===== src/rtl/tick_timer.sv =====
// Loadable countdown timer driven by single-cycle tick pulses.
// Emits a one-cycle done pulse on expiry; supports pause, abort and restart.
module tick_timer #(
  parameter int N_BIT = 16
) (
  input  logic             clkin,
  input  logic             rst,
  input  logic             tick,
  input  logic             start,
  input  logic [N_BIT-1:0] load_val,
  input  logic             pause,
  input  logic             abort,
  output logic [N_BIT-1:0] count,
  output logic             busy,
  output logic             paused,
  output logic             done
);

  typedef enum logic [1:0] {
    IDLE   = 2'b00,
    RUN    = 2'b01,
    PAUSED = 2'b10
  } state_t;

  state_t state;

  localparam logic [N_BIT-1:0] ZERO = '0;
  localparam logic [N_BIT-1:0] ONE  = N_BIT'(1);

  always_ff @(posedge clkin) begin
    if (rst) begin
      state  <= IDLE;
      count  <= ZERO;
      busy   <= 1'b0;
      paused <= 1'b0;
      done   <= 1'b0;
    end else begin
      done <= 1'b0;
      case (state)
        IDLE: begin
          // A zero load expires immediately without ever becoming busy.
          if (!abort && start) begin
            if (load_val != ZERO) begin
              count <= load_val;
              state <= RUN;
              busy  <= 1'b1;
            end else begin
              count <= ZERO;
              done  <= 1'b1;
            end
          end
        end

        RUN, PAUSED: begin
          if (abort) begin
            state  <= IDLE;
            count  <= ZERO;
            busy   <= 1'b0;
            paused <= 1'b0;
          end else if (start) begin
            paused <= 1'b0;
            if (load_val != ZERO) begin
              count <= load_val;
              state <= RUN;
              busy  <= 1'b1;
            end else begin
              count <= ZERO;
              done  <= 1'b1;
              state <= IDLE;
              busy  <= 1'b0;
            end
          end else if (state == PAUSED) begin
            // Releasing pause consumes the edge; a coincident tick is dropped.
            if (!pause) begin
              state  <= RUN;
              paused <= 1'b0;
            end
          end else if (pause) begin
            state  <= PAUSED;
            paused <= 1'b1;
          end else if (tick) begin
            if (count > ONE) begin
              count <= count - ONE;
            end else begin
              count <= ZERO;
              done  <= 1'b1;
              state <= IDLE;
              busy  <= 1'b0;
            end
          end
        end

        default: begin
          state  <= IDLE;
          count  <= ZERO;
          busy   <= 1'b0;
          paused <= 1'b0;
        end
      endcase
    end
  end

endmodule


===== config.mk =====
export PLATFORM = sky130hd
export DESIGN_NAME = tick_timer
export DESIGN_NICKNAME = d
export VERILOG_FILES = /design/src/rtl/tick_timer.sv
export SDC_FILE = /design/constraint.sdc
export NUM_CORES = 1
export LEC_CHECK = 0
export CAP_MARGIN = 20
export CELL_PAD_IN_SITES_DETAIL_PLACEMENT = 0
export CELL_PAD_IN_SITES_GLOBAL_PLACEMENT = 1
export CORE_UTILIZATION = 38
export CTS_CLUSTER_SIZE = 20
export DETAILED_ROUTE_END_ITERATION = 8
export PLACE_DENSITY_LB_ADDON = 0.1
export SETUP_SLACK_MARGIN = 0.3
export SLEW_MARGIN = 20
export SYNTH_ARGS = -nofsm -noshare
export SYNTH_HDL_FRONTEND = slang
export SYNTH_SLANG_ARGS = --single-unit

===== constraint.sdc =====
create_clock -name clkin -period 6.4 [get_ports clkin]
set_clock_uncertainty 0.05 [all_clocks]
set_input_delay 1.6 -clock clkin [delete_from_list [all_inputs] [get_ports clkin]]
set_output_delay 1.6 -clock clkin [all_outputs]
set_load 0.05 [all_outputs]

==> flow_metrics.tcl <==
set metrics [dict create \
    status "complete, no violations" \
    cts_buffers 3 \
    wl_microns 4920 \
    p_sw_mw 0.527 \
    switching_share 0.539 \
    nets 259 \
    clock_power_share 0.093 \
    htreeDepth 1 \
    antenna_found_initial 0 \
    power_mw 0.978 \
    synth_sequential_area_ratio 0.266 \
    clkLatencyLatePin_ns 0.27 \
    pwr-share-seq 0.240 \
    required_ns 6.49 \
    rr_worst_depth 7 \
    syn_to_final_growth_pct 28.2 \
    yosysTopAreaCellShare 0.266 \
    comb_power_share 0.667 \
    syn-cell-area_sq_mm 0.00158 \
    synth_edf_count 0 \
    cts_sinks 21 \
    clockBufferDepth 2 \
    ios 41 \
    post-cts-setup-buffers 0 \
    critPathLaunch "pause" \
    synth_nets 224 \
    power_density_mw_per_mm2 483 \
    grt_pass1_wl_microns 7750 \
    rrSetupSlack_ns 3.95 \
    start_util 0.395 \
    layout-drive-gt1-share 0.0742 \
    synth_area_leaders "dfxtp_1 27%, ha_1 5.5%, nor2_1 4.8%, o21ai_0 3.8%, a21oi_1 3.2%" \
    die_w_microns 66.5 \
    remaining_drc_errors 0 \
    hold_viol 0 \
    p_int_mw 0.451 \
    rows 23 \
    routedWlPerCell_microns 17.6 \
    hold_buffers 0 \
    synth_area_leader_cell "dfxtp_1" \
    fin_ws_ns 2.83 \
    peakVddDrop_mv 0.263 \
    worstSetupEndpoint "count[5]$_SDFFE_PP0P_" \
    n_antenna_cell 0 \
    worstHoldPathType "flip-flop to flip-flop" \
    drtAntennaViolNets 0 \
    place_ws_ns 2.59 \
    die_y_microns 66.5 \
    max_freq_mhz 280 \
    most-common-layout-cells "40 x clkdlybuf4s50_1, 21 x dfxtp_1, 20 x nor2_1, 12 x o21ai_0" \
    syn-instance-count 195 \
    setup_tns_ns 0 \
    regToRegStartpoint "count[0]$_SDFFE_PP0P_" \
    dp_hpwl_microns 3580 \
    final_common_cell "clkdlybuf4s50_1" \
    first_global_vias 1596 \
    die-area_sq_mm 0.00442 \
    cts_tree "done" \
    clk_pin_slew_ns 0.08 \
    cts_root_buf "clkbuf_8" \
    drtIter0Drc 122 \
    p_leak_nw 0.725 \
    r2r_end "count[2]$_SDFFE_PP0P_" \
    grt_overflow 0 \
    relSlewSlack 0.415 \
    synthArstFlopShare 0 \
    period_needed_ns 3.57 \
    core_sq_mm 0.00400 \
    min_period_over_period 0.558 \
    setup.worst_path.class "primary input to flip-flop" \
    critPathMaxFanout 19 \
    start_kind "primary input" \
    track_usage 0.233 \
    cp-end-kind "flip-flop" \
    tightest_slew_ns 0.874 \
    synth.distinct_cells 58 \
    drv_slew 0 \
    drv_cap 0 \
    vias 1675 \
    io_buffers 40 \
    synth_ff_type "dfxtp_1" \
    ys_seq_elements 21 \
    fin_util 0.506 \
    yosys_warnings 0 \
    synth.avg_cell_area_sq_um 8.10 \
    grt_max_degree 20 \
    globalplace.congestion 0.846 \
    setup_viol 0 \
    critPathArrivalTime_ns 3.66 \
    viasPerCell 6.00 \
    dr.pass1.iters 4 \
    cts_resized 0 \
    rsz0062_at_grt "false" \
]
## cell families (layout without fill, tap and decap cells)
family	Yosys count	after routing	synth area share
compound gates	59	59	0.276
buf+inv	21	55	0.0657
fa+ha+maj	7	7	0.0554
xor+xnor	6	6	0.0333
simple gates	79	79	0.291
mux	2	2	0.0127
flops	21	21	0.266
## flip-flops by register name, summed over array words and instances, names as in the netlist
name,flops
count,16
state,2
busy,1
done,1
paused,1
## area by class of cell
class,instances,area [sq um]
multi-input cells,153,1060
clock buffers,4,45.0
well taps,50,62.6
inverters,11,41.3
fillers,382,1970
flip-flops and latches,21,420
repair buffers,40,400
## stage by stage
step	area, sq um	hold WS, ns	instances
global route	2030	0.492	279
floorplan	1580	0.422	195
global placement	1980	0.432	275
detailed placement	1980	0.437	275
finish	2030	0.436	279
CTS	2030	0.448	279
## power by group through the flow
stage | clock [mW] | combinational [mW] | sequential, mW
floorplan | 0 | 0.358 | 0.354
global placement | 0 | 0.635 | 0.237
detailed placement | 0 | 0.645 | 0.237
CTS | 0.0913 | 0.649 | 0.234
global route | 0.0980 | 0.705 | 0.243
finish | 0.0907 | 0.652 | 0.234
## synth_stat cells, drive strengths merged (3+ instances only)
cell type	instances
a211oi	4
a21oi	10
a221oi	7
a32o	3
and2	3
buf	7
clkbuf	3
dfxtp	21
ha	7
inv	11
nand2	12
nand3	6
nand4	4
nor2	20
nor3	10
nor4	9
o21ai	13
xnor2	4
## metal layers
| metal | GRT usage | up-vias | routed length [microns] |
|---|---|---|---|
| met5 | 0 | - | 0 |
| met4 | 0.0559 | 0 | 45 |
| met3 | 0.0291 | 5 | 199 |
| met2 | 0.409 | 41 | 2430 |
| met1 | 0.298 | 820 | 2240 |
| li1 | - | 809 | - |
## critical path, stage by stage
cell             delay (ns)
clkdlybuf4s50_1        0.52
nand2b_1               0.22
a211o_1                0.35
nand2_2                0.32
a21o_1                 0.49
o32ai_1                0.15
## worst min-delay path by stage
stage,startpoint,endpoint,slack [ns],cells past startpoint
after floorplan,state[0]$_SDFFE_PP0P_,state[0]$_SDFFE_PP0P_,0.42,2
after global placement,busy$_SDFFE_PP0P_,busy$_SDFFE_PP0P_,0.43,2
after detailed placement,busy$_SDFFE_PP0P_,busy$_SDFFE_PP0P_,0.44,2
after CTS,busy$_SDFFE_PP0P_,busy$_SDFFE_PP0P_,0.45,2
after global routing,state[0]$_SDFFE_PP0P_,state[0]$_SDFFE_PP0P_,0.49,2
final,busy$_SDFFE_PP0P_,busy$_SDFFE_PP0P_,0.44,2
No activity file was read; power rests on OpenSTA's default activity.
